<file path="src/rtl/wam_pkg.sv">
// Shared definitions for the whack-a-mole player-input path: hole count,
// miss counter width and the round-resolution state encoding.
package wam_pkg;

    localparam int NUM_HOLES = 9;
    localparam int MISS_W    = 4;

    typedef enum logic [1:0] {
        IDLE     = 2'd0,
        ARMED    = 2'd1,
        RESOLVED = 2'd2,
        OVER     = 2'd3
    } wam_state_e;

endpackage

</file>
<file path="src/rtl/button_debouncer.sv">
// One player button: 2-flop synchronizer, stability counter and rising-edge
// detect on the debounced level. press is high for exactly one cycle per
// accepted press; releases produce nothing.
module button_debouncer #(
    parameter int DEBOUNCE_CYCLES = 4
) (
    input  logic clk,
    input  logic reset,
    input  logic btn,
    output logic press
);

    // Counter only has to reach DEBOUNCE_CYCLES-1.
    localparam int CNT_W = (DEBOUNCE_CYCLES > 1) ? $clog2(DEBOUNCE_CYCLES) : 1;
    localparam logic [CNT_W-1:0] CNT_LAST = CNT_W'(DEBOUNCE_CYCLES - 1);

    logic             sync_meta_reg;
    logic             sync_reg;
    logic             deb_reg;
    logic             deb_prev_reg;
    logic [CNT_W-1:0] cnt_reg;

    // Bring the asynchronous button into the clk domain.
    always_ff @(posedge clk or negedge reset) begin
        if (!reset) begin
            sync_meta_reg <= 1'b0;
            sync_reg      <= 1'b0;
        end else begin
            sync_meta_reg <= btn;
            sync_reg      <= sync_meta_reg;
        end
    end

    // Count consecutive samples that disagree with the debounced level and
    // flip the level once the disagreement has lasted long enough.
    always_ff @(posedge clk or negedge reset) begin
        if (!reset) begin
            cnt_reg <= '0;
            deb_reg <= 1'b0;
        end else if (sync_reg != deb_reg) begin
            if (cnt_reg == CNT_LAST) begin
                cnt_reg <= '0;
                deb_reg <= ~deb_reg;
            end else begin
                cnt_reg <= cnt_reg + CNT_W'(1);
            end
        end else begin
            cnt_reg <= '0;
        end
    end

    // Remember last debounced level for edge detection.
    always_ff @(posedge clk or negedge reset) begin
        if (!reset) begin
            deb_prev_reg <= 1'b0;
        end else begin
            deb_prev_reg <= deb_reg;
        end
    end

    assign press = deb_reg & ~deb_prev_reg;

endmodule

</file>
<file path="src/rtl/whack_detector.sv">
// Player-input side of the whack-a-mole game. Debounces the nine buttons,
// resolves each lit round as a hit or a miss, and keeps score, miss count
// and the sticky game-over flag.
// Optional feature macro: WHACK_PENALTY_EN -- when defined, presses on unlit
// holes (or any press between rounds) cost one point and pulse wrong_pulse.
module whack_detector
    import wam_pkg::*;
#(
    parameter int DEBOUNCE_CYCLES = 4,
    parameter int SCORE_W         = 8,
    parameter int MAX_MISSES      = 3
) (
    input  logic                 clk,
    input  logic                 reset,
    input  logic [NUM_HOLES-1:0] lights,
    input  logic [NUM_HOLES-1:0] btn,
    output logic [SCORE_W-1:0]   score,
    output logic [MISS_W-1:0]    misses,
    output logic                 hit_pulse,
    output logic                 miss_pulse,
    output logic                 wrong_pulse,
    output logic                 game_over
);

`ifdef WHACK_PENALTY_EN
    localparam bit PENALTY_EN = 1'b1;
`else
    localparam bit PENALTY_EN = 1'b0;
`endif

    localparam logic [MISS_W-1:0]  MISS_LIMIT = MISS_W'(MAX_MISSES);
    localparam logic [SCORE_W-1:0] SCORE_MAX  = '1;

    logic [NUM_HOLES-1:0] press;

    wam_state_e           state_reg,  state_next;
    logic [NUM_HOLES-1:0] target_reg, target_next;
    logic [SCORE_W-1:0]   score_reg,  score_next;
    logic [MISS_W-1:0]    misses_reg, misses_next;
    logic                 hit_reg,    hit_next;
    logic                 miss_reg,   miss_next;
    logic                 wrong_reg,  wrong_next;
    logic                 wrong_evt;

    // One debouncer per hole.
    generate
        for (genvar gi = 0; gi < NUM_HOLES; gi++) begin : g_btn
            button_debouncer #(
                .DEBOUNCE_CYCLES (DEBOUNCE_CYCLES)
            ) u_debouncer (
                .clk   (clk),
                .reset (reset),
                .btn   (btn[gi]),
                .press (press[gi])
            );
        end
    endgenerate

    // Round state, score bookkeeping and registered pulses.
    always_ff @(posedge clk or negedge reset) begin
        if (!reset) begin
            state_reg  <= IDLE;
            target_reg <= '0;
            score_reg  <= '0;
            misses_reg <= '0;
            hit_reg    <= 1'b0;
            miss_reg   <= 1'b0;
            wrong_reg  <= 1'b0;
        end else begin
            state_reg  <= state_next;
            target_reg <= target_next;
            score_reg  <= score_next;
            misses_reg <= misses_next;
            hit_reg    <= hit_next;
            miss_reg   <= miss_next;
            wrong_reg  <= wrong_next;
        end
    end

    // Resolve the current round from lights and debounced presses.
    always_comb begin
        state_next  = state_reg;
        target_next = target_reg;
        score_next  = score_reg;
        misses_next = misses_reg;
        hit_next    = 1'b0;
        miss_next   = 1'b0;
        wrong_next  = 1'b0;
        wrong_evt   = 1'b0;

        case (state_reg)
            IDLE: begin
                // Nothing is lit yet, so every press is off-target.
                wrong_evt = |press;
                if (lights != '0) begin
                    target_next = lights;
                    state_next  = ARMED;
                end
            end

            ARMED: begin
                target_next = target_reg | lights;
                if (lights == '0) begin
                    // Light went out first: a simultaneous press is too late.
                    miss_next   = 1'b1;
                    misses_next = misses_reg + MISS_W'(1);
                    state_next  = (misses_next == MISS_LIMIT) ? OVER : IDLE;
                    wrong_evt   = |(press & ~target_reg);
                end else if ((press & target_reg) != '0) begin
                    // Hit beats any off-target press in the same cycle.
                    hit_next   = 1'b1;
                    score_next = (score_reg == SCORE_MAX) ? score_reg
                                                          : score_reg + SCORE_W'(1);
                    state_next = RESOLVED;
                end else begin
                    wrong_evt = |(press & ~target_reg);
                end
            end

            RESOLVED: begin
                if (lights == '0) begin
                    target_next = '0;
                    state_next  = IDLE;
                end
            end

            OVER: begin
                // Frozen until reset.
            end

            default: begin
                state_next = IDLE;
            end
        endcase

        if (PENALTY_EN && wrong_evt) begin
            wrong_next = 1'b1;
            score_next = (score_reg == '0) ? '0 : score_reg - SCORE_W'(1);
        end
    end

    assign score       = score_reg;
    assign misses      = misses_reg;
    assign hit_pulse   = hit_reg;
    assign miss_pulse  = miss_reg;
    assign wrong_pulse = wrong_reg;
    assign game_over   = (state_reg == OVER);

endmodule

</file>
<file path="config.mk">
export PLATFORM = sky130hd
export DESIGN_NAME = whack_detector
export DESIGN_NICKNAME = d
export VERILOG_FILES = /design/src/rtl/wam_pkg.sv /design/src/rtl/button_debouncer.sv /design/src/rtl/whack_detector.sv
export SDC_FILE = /design/constraint.sdc
export NUM_CORES = 1
export LEC_CHECK = 0
export BUFFER_PORTS_ARGS = -buffer_cell sky130_fd_sc_hd__buf_2
export CORE_MARGIN = 2
export CORE_UTILIZATION = 40
export DETAILED_ROUTE_END_ITERATION = 8
export PLACE_DENSITY_LB_ADDON = 0.1
export SYNTH_ARGS = -nofsm -noshare
export SYNTH_HDL_FRONTEND = slang
export SYNTH_SLANG_ARGS = --single-unit
</file>
<file path="constraint.sdc">
create_clock -name clk -period 2.19 [get_ports clk]
set_input_delay 0.438 -clock clk [delete_from_list [all_inputs] [get_ports clk]]
set_output_delay 0.438 -clock clk [all_outputs]
set_load 0.02 [all_outputs]
</file>
After elaboration in Yosys (flattened, before gate mapping)
Cells that the tools add are included.
Operators by class
  add/subtract/negate cells: 11
  equal/unequal tests: 26
  muxes and demuxes: 32
  bitwise operators: 31
  reductions and logical operators: 18
Operators with widths (count)
  $mux 2: 23
  $pmux 9 s3: 1
  $eq 2x2->1 const B: 11
  $not 1->1: 20
  $reduce_and 2->1: 10
  $add 2x1->2 const B: 9
  $mux 9: 2
  $reduce_bool 9->1: 2
  $and 1x1->1: 9
  $and 9x9->9: 1
  $logic_not 9->1: 1
  $ne 1x1->1: 9
  $or 9x9->9: 1
  $add 8x1->8 const B: 1
  $eq 8x8->1 const B: 1
  $reduce_and 4->1: 2
  $pmux 2 s3: 1
  $mux 1: 5
  $add 4x1->4 const B: 1
  $eq 4x2->1 const B: 1
  $ne 2x2->1 const B: 2
  $ne 3x3->1 const B: 1
  $reduce_and 3->1: 1
  $reduce_bool 3->1: 1
  other kinds (2): 2
Word-level totals
  register bits: 79
  input port bits: 20
  logic and storage cells: 169

Depth between registers and ports, before layout
Gate-level depths: netlist of run 1.
  depth in word-level cells: 7
  depth in mapped cells: 8
  depth with buffers taken out: 7

Modules after synthesis
A second synthesis of run 1 with hierarchy kept.
Unflattened totals
  cells, all modules: 248
  area total of the unflattened synthesis: 3213.1 um2
Modules (own cells, without submodules)
  button_debouncer: times used 9, cells each 12, area each 205.2 um2, seq. area each 150.1 um2
  whack_detector: times used 1, cells each 140, area each 1366.3 um2, seq. area each 625.6 um2

Worst setup path after synthesis of run 1
Ideal clock, no wire load.
  kind: input-to-reg
  start: input port lights[4]
  end: register state_reg[0]
  setup time: 128 ps
  arrival time: 1733 ps
  required time: 2062 ps
  slack: 329 ps
  cell stages on the path: 6
  path buffers: 1
  cell sequence: nor4_4 > a31oi_1 > a211o_1 > buf_4 > a21oi_2 > mux2_1
Between the ends
  word-level cells in the longest chain between the ends: 3
RTL lines
  from (decl): RTL line whack_detector.sv:15  | input logic [NUM_HOLES-1:0] lights,
  $logic_not 9->1 or $reduce_bool 9->1 (tied branches): RTL line whack_detector.sv:103, whack_detector.sv:121, whack_detector.sv:95
  $ne 3x3->1 (no source line) (tied with other cells)
  $reduce_and 4->1 (no source line) or $pmux 2 s3 (tied branches)
  to (signal assigned): RTL line whack_detector.sv:70  | state_reg <= state_next;
  to (decl): RTL line whack_detector.sv:36  | wam_state_e state_reg, state_next;
Several ways; a longest one is shown, not always the timed one.
A chain may end at the register's enable or synchronous reset.

Worst setup path after layout of run 1
  start: register state_reg[1]
  end: register score_reg[6], in the netlist score[6]
Between the ends
  word-level cells in the longest chain between the ends: 2
RTL lines
  $eq 2x1->1: RTL line whack_detector.sv:91  | case (state_reg)
  $reduce_and 4->1 (no source line)
  to (signal assigned): RTL line whack_detector.sv:72  | score_reg <= score_next;
  to (decl): RTL line whack_detector.sv:38  | logic [SCORE_W-1:0] score_reg, score_next;
No other way between the ends.

==> results of run 1 <==
final cells by class:
cell class	instances	share of cell area [%]
Clock buffer	10	3.474
Inverter	6	0.6131
Timing Repair Buffer	40	6.267
Multi-Input combinational cell	159	30.72
Tap cell	102	3.474
Sequential cell	79	53.81
Clock inverter	5	1.635
metrics by stage:
step | utilization, % | std cells | power (µW)
finish | 47.79 | 401 | 5038
global route | 47.79 | 401 | 5469
CTS | 47.79 | 401 | 5128
detailed placement | 45.35 | 386 | 4068
global placement | 45.35 | 386 | 4031
floorplan | - | 249 | 3518
per-layer routing:
layer,wire length [µm],track usage (%),share of wire (%)
met5,0,0,0
met4,118,6.127,2.3
met3,283,5.940,5.5
met2,2482,22.46,48
met1,2277,16.28,44
synthesized netlist by cell type (3+ instances only):
master | instances | area [µm²]
sky130_fd_sc_hd__ha_1 | 16 | 200.2
sky130_fd_sc_hd__nor3_1 | 12 | 60.06
sky130_fd_sc_hd__xnor2_1 | 15 | 131.4
sky130_fd_sc_hd__xor2_1 | 4 | 35.03
sky130_fd_sc_hd__nand3b_1 | 3 | 22.52
sky130_fd_sc_hd__mux2_2 | 9 | 101.4
sky130_fd_sc_hd__nand3_1 | 32 | 160.2
sky130_fd_sc_hd__nor2_1 | 5 | 18.77
sky130_fd_sc_hd__mux2_1 | 4 | 45.04
sky130_fd_sc_hd__nand2_1 | 23 | 86.33
sky130_fd_sc_hd__o22ai_1 | 4 | 25.02
sky130_fd_sc_hd__nor2b_1 | 9 | 56.30
sky130_fd_sc_hd__inv_1 | 5 | 18.77
sky130_fd_sc_hd__and3_1 | 4 | 25.02
sky130_fd_sc_hd__dfrtp_1 | 79 | 1977
path summary, 6_finish.rpt:
check,from,end
min in group clk,btn[0],g_btn[0].u_debouncer.sync_meta_reg
worst min register to register,g_btn[6].u_debouncer.sync_meta_reg,g_btn[6].u_debouncer.sync_reg
worst min-delay path,reset,misses[2]
worst max-delay path,state_reg[1],score[6]
worst max register to register,state_reg[1],score[6]
max in group asynchronous,reset,g_btn[6].u_debouncer.cnt_reg[1]
power by group through the flow:
stage	registers, µW	clock network (µW)	logic (µW)
after floorplan	2290	0	1220
after global placement	2300	0	1740
after detailed placement	2310	0	1760
after CTS	2280	1080	1770
after global routing	2350	1140	1970
final	2270	1030	1730
worst max-delay path, stage by stage (launching register included):
cell and delay (ps):
sky130_fd_sc_hd__dfrtp_1 410, sky130_fd_sc_hd__inv_1 90, sky130_fd_sc_hd__ha_1 170, sky130_fd_sc_hd__inv_1 60, sky130_fd_sc_hd__a31oi_1 260, sky130_fd_sc_hd__buf_4 190
sky130_fd_sc_hd__nand3_1 80, sky130_fd_sc_hd__or3_1 330, sky130_fd_sc_hd__xnor2_1 140
logic make-up (layout without fill, tap and decap cells):
family                   after synthesis  count (layout)  share of synthesized area [%]
AND/OR/NAND/NOR                       97              97                          16.42
flip-flops                            79              79                          62.65
XOR/XNOR                              19              19                          5.274
adder cells (fa/ha/maj)               16              16                          6.344
AO/OA/AOI/OAI                         13              13                          2.974
multiplexers                          13              13                          4.639
buffers and inverters                 11              61                          1.586
other                                  1               1                         0.1188
placed cells by master (no fill, tap or decap), drive strengths merged, types with 3 or more instances in the layout:
cell type	n
and3	4
buf	40
clkbuf	10
clkinv	3
dfrtp	79
ha	16
inv	6
mux2	13
nand2	23
nand3	32
nand3b	3
nor2	5
nor2b	9
nor3	12
o22ai	4
xnor2	15
xor2	4
==> flow_results.org, run 1 <==
** GRT
- For this run the aggregate overflow at the end of global routing stands at 0.
- Pin count of the biggest net entering global routing :: 46
- First-pass GRT wire length :: between 9000 and 10000 µm
- The via count of the first global-routing pass is about 2000.
- The number of antenna violations at the first check in global routing came to 0.
- Across every metal layer, demand over resource in global routing totals 13.96%.

** Yosys
- Prevailing post-synth register cell :: sky130_fd_sc_hd__dfrtp_1
- Post-synth net total :: 285
- Synthesis handed over a netlist of 249 instances.
- Count of yosys warnings during synthesis :: 0
- Netlist Area Pre-Place :: 3156 µm²
- After synthesis the netlist holds a flip-flop and latch count of 79.
- Yosys mapped a number of flops with a built-in enable equal to 0.
- Average cell area after synthesis :: 12.67 µm²
- Sequential element share of the synthesized area :: between 60% and 70%
- Of all flip-flops after synthesis, the portion carrying an async set or reset was 100.0%.
- Count of unique library cells instantiated by Yosys :: 33

** Clocking
- CTS Buffer Depth :: 2
- CTS root buf :: sky130_fd_sc_hd__clkbuf_8
- Clock-pin slew on the worst setup and hold paths :: about 80 ps
- The clock tree synthesis step divided the H-tree into 3 levels.
- Number of CTS-inserted buffers :: 9
- CTS tree :: yes
- After clock tree synthesis, the setup repair step added 0 buffers.
- In this run, post-CTS repair resized a total of 0 instances.
- Buffers inserted to repair hold after CTS numbered 0.
- For this design, the sink count on the clock tree is 79.
- Worst skew pair latency :: about 350 ps

** Timing
- Max-slew violation count :: 0
- Setup repair after global routing left no endpoint under its margin.
- Final worst path period share :: between 80% and 90%
- For the final routed database, the setup TNS stands at 0 ps.
- Minimum hold slack :: approximately 29 ps
- Min cycle time layout :: 1845 ps
- Final worst slack :: roughly 350 ps
- Hold violation count in the final report :: 0
- Final number of setup-violating endpoints :: 0
- FMAX :: roughly 540 MHz
- Maximum clock skew at final layout :: ~13 ps

** Route
- The first routing iteration left 103 violations.
- Detailed-route wire length :: 5161 µm
- Router iterations before antenna repair :: 4
- Post-detailed-route wirelength per cell :: 12.87 µm
- In this run the remaining antenna-violating nets after routing total 0.
- Dividing the detail-routed via count by the number of cells gives ~4.9.
- DRC violation count after routing :: 0
- Routed via count :: between 1500 and 2000

** Run
- The tool flagged a number of max-cap violations equal to 0.

** Pwr
- Comb power frac :: between 30% and 40%
- The worst-case IR drop observed on VDD is about 0.65 mV.
- Net switching is a little over a third of the power.
- Seq pwr share :: a little under half
- The share of total power dissipated in the clock network is slightly above 20%.
- Cell internal power was estimated by the tool at 3269 µW.
- Leakage Power :: around 0.0017 µW
- Dividing total power by cell area gives a power density of between 1000 and 1500 nW/µm².
- Reported net switching power :: around 1800 µW

** Placement
- Final weighted congestion in routability-driven placement :: about 0.73
- OpenSTA, run right after detailed placement, puts the worst setup slack at around 160 ps.
- The wire-length estimate of the detail-placed layout is about 3700 µm.
- Placed inst area :: between 3000 and 4000 µm²
- Port Buf Inserts :: 34

** Final layout
- In the final layout, the multi-input gates occupy approximately 1100 µm².
- Diodes inserted :: 0
- Max FFs per register :: 18
- Fillcell total :: 716
- Summing all flip-flop and latch instances after layout gives 1977 µm².
- Synthesis-to-layout area growth :: 16.42%
- Share of layout cells above drive strength 1 :: around 23%
- At the end of the flow, the number of nets in the layout was around 330.
- After routing the design area is approximately 3700 µm².

** Floorplanning
- Starting utilization of the core area :: between 40% and 50%
- DIE WIDTH :: about 93 µm
- Row Count :: 32
- In this run the vertical extent of the chip is between 90 and 100 µm.
- Area of the core :: 7687 µm²
- In this run the count of I/O pins placed on the die edge is 36.
- The die covers 8616 µm².

** Critical path
- Critical path class :: reg2reg
- STA puts the critical path data arrival time at ~2100 ps.
- For the worst setup path, the data required time is around 2400 ps.
- Crit. End Element :: register
- Setup slack on the worst reg-to-reg path comes out at about 350 ps.
- Kind of start point of the critical path :: register
- Cell count of the worst reg-to-reg path :: 8
- Of all nets on the critical path, the largest fanout is 4.

** Worst hold path
- Worst Hold Class :: in2async

** Status
- Result of the run :: complete, no violations
Note: power is estimated with default switching activity, not from simulation.
==> inputs of run 2 (changes only) <==
==> constraint.sdc (replaced) <==
create_clock -name clk -period 1.76 [get_ports clk]
set_input_delay 0.352 -clock clk [delete_from_list [all_inputs] [get_ports clk]]
set_output_delay 0.352 -clock clk [all_outputs]
set_load 0.02 [all_outputs]
==> flow_results.org, run 2 (synthesis results as in run 1) <==
** Status
- Result of the run :: complete, but fails checks
- Violated checks :: negative hold slack

** Pwr
- Leakage Power :: around 0.0019 µW
- In this run the power density over the cells is about 1700 nW/µm².
- The worst-case IR drop observed on VDD is between 0.5 and 0.6 mV.

** Clocking
- The H-tree was split into 3 levels.
- The later pin in the worst-skew pair is clocked with a latency of about 340 ps.
- TritonCTS built the clock tree.
- The tree is rooted in a sky130_fd_sc_hd__clkbuf_8.
- Counting along the longest clock path gives a buffer depth of 2.
- Clock-pin slew on the worst setup and hold paths :: approximately 80 ps
- Number of CTS-inserted buffers :: 9
- For this design, the sink count on the clock tree is between 70 and 80.

** Critical path
- For flop-to-flop paths, the worst setup slack is 40 ps.
- The cell that appears most often on the critical path is sky130_fd_sc_hd__inv_2.
- Endpoint required time on the critical path :: roughly 2000 ps
- The worst setup path is of the reg2reg kind.
- Of all nets on the critical path, the largest fanout is 5.
- Data arrival time of the worst path :: just under 2000 ps
- The worst setup path is captured at a register.
- Critical path's slowest cell :: sky130_fd_sc_hd__dfrtp_2
- Kind of start point of the critical path :: register
- Slowest cell delay on critical path :: between 400 and 500 ps
- The signal on the critical path passes through inv_2 -> ha_4 -> inv_2 -> a31oi_1 -> buf_4 -> nand3_2 -> or3_4 -> xnor2_2.

** Final layout
- Area occupied by multi-input gates :: 1214 µm²
- Synthesis-to-layout area growth :: 26.41%
- Final layout net count :: 360
- After filler insertion, the fill cell instance count of the layout stands at 710.
- Leaving out fill and tap cells, the most frequent cell in the layout is sky130_fd_sc_hd__dfrtp_1.
- Commonest cells after routing, fill and taps aside :: 78 x sky130_fd_sc_hd__dfrtp_1, 33 x sky130_fd_sc_hd__buf_2, 33 x sky130_fd_sc_hd__buf_4
- Max FFs per register :: 18
- Utilization after layout :: about half
- Across the whole layout, storage elements account for roughly 2000 µm².
- 0 antenna diodes ended up in the layout.
- Share of layout cells above drive strength 1 :: 35.06%

** Floorplanning
- Area of the core :: between 7000 and 8000 µm²
- Measured along the y axis, the die boundary spans just over 90 µm.
- The floorplan has 32 rows.
- In this run the horizontal extent of the chip is around 93 µm.
- Overall die area :: approximately 8600 µm²
- Number of placed I/O pins :: 36
- For this configuration, the core starts out at a cell density of about two fifths.

** Timing
- Final worst slack :: 35.04 ps
- The worst path needs 1725 ps of the cycle, external delays included.
- Setup violations remaining at the end of the flow were counted as 0.
- Unrepaired setup endpoints after global routing :: yes
- For this run, the top clock speed supported by timing is approximately 580 MHz.
- The number of pins exceeding their max-slew limit in the final report is 0.
- Minimum hold slack :: -11.10 ps
- In the finished design, the share of the clock period the worst path needs comes to 98.01%.
- Across the routed clock network, the largest skew measured is between 10 and 15 ps.
- The final hold violation count was 3.

** Route
- The detailed router placed between 2000 and 2500 vias in this run.
- Number of DRC markers after the initial detailed-route iteration :: between 50 and 60
- Post-detailed-route wirelength per cell :: ~13 µm
- Vias per inst :: between 4 and 5
- Before antenna repair, the detailed router went through 4 iterations.
- DRC violation count after routing :: 0
- After detailed routing, the total wire length is ~5400 µm.
- In this run the remaining antenna-violating nets after routing total 0.

** GRT
- Number of antenna violations at the first check in global routing :: 0
- Overflow after GRT :: 0
- In the global route stage, overall resource usage came out at 13.49%.
- Entering global routing, the biggest net connects 80 pins.
- The first global-routing pass estimated 8921 µm of wire.
- Via count of the first global-routing pass :: between 2000 and 2500

** Placement
- Port buffering added 34 buffers.
- At the end of routability-driven placement, the weighted congestion stood at around 0.76.
- Prior to clock tree synthesis, the placed netlist has a worst setup slack of -184.6 ps.
- Detailed placement ended at an HPWL of between 3000 and 4000 µm.

** Worst hold path
- The min-delay analysis places its worst path in the category in2async.

** Run
- Max-cap violations in this run came to 0.
-- run 2: critical path, delay by kind of cell, from the launching register on --
kind / cells / cell delay (ps)
flops: 1 / 450
simple gates: 2 / 450
buf+inv: 3 / 300
fa+ha+maj: 1 / 150
compound gates: 1 / 130
xor+xnor: 1 / 130
-- run 2: layer usage --
metal | track usage, % | share of wire, %
met1 | 16.92 | 49
met4 | 7.353 | 2.0
met2 | 21.86 | 46
met3 | 2.766 | 2.8
met5 | 0 | 0
-- run 2: worst paths after layout --
path / from / endpoint / cells after the start
worst max-delay path: state_reg[1] / score[6] / 8
worst min-delay path: reset / score[6] / 2
min in group clk: btn[1] / g_btn[1].u_debouncer.sync_meta_reg / 1
worst min register to register: g_btn[1].u_debouncer.sync_meta_reg / g_btn[1].u_debouncer.sync_reg / 0
worst max register to register: state_reg[1] / score[6] / 8
max in group asynchronous: reset / g_btn[0].u_debouncer.sync_meta_reg / 2
-- run 2: repair_timing --
item                       CTS  global route
buffers inserted             0             6
hold buffers                 0             0
hold endpoints to repair     0             0
setup endpoints to repair    2            13
resized for setup            0            21
pin swaps                    1             8
-- run 2: report_power, final --
part / total (µW) / switching, µW / internal (µW)
logic: 2820 / 1370 / 1460
registers: 2790 / 368 / 2430
clock network: 1230 / 619 / 615
-- run 2: cell type report --
type                    instances  area share [%]
clock inverters                 3          0.4391
inverters                       6          0.5646
well taps                     102           3.199
repair buffers                 69           11.64
multi-input cells             159           30.43
flip-flops and latches         79           49.59
clock buffers                  12           4.141
-- run 2: through the flow --
step | cells | instance area, µm² | total power (µW) | setup TNS (ps) | hold WS (ps)
CTS | 424 | 3841 | 6574 | 0 | 22.86
detailed placement | 409 | 3659 | 5303 | -636.1 | 334.7
floorplan | 249 | 3159 | 4394 | -1.889 | 56.41
global route | 430 | 3989 | 7378 | -164.4 | 23.24
finish | 430 | 3989 | 6852 | 0 | -11.10
global placement | 409 | 3659 | 5259 | -537.9 | 332.2
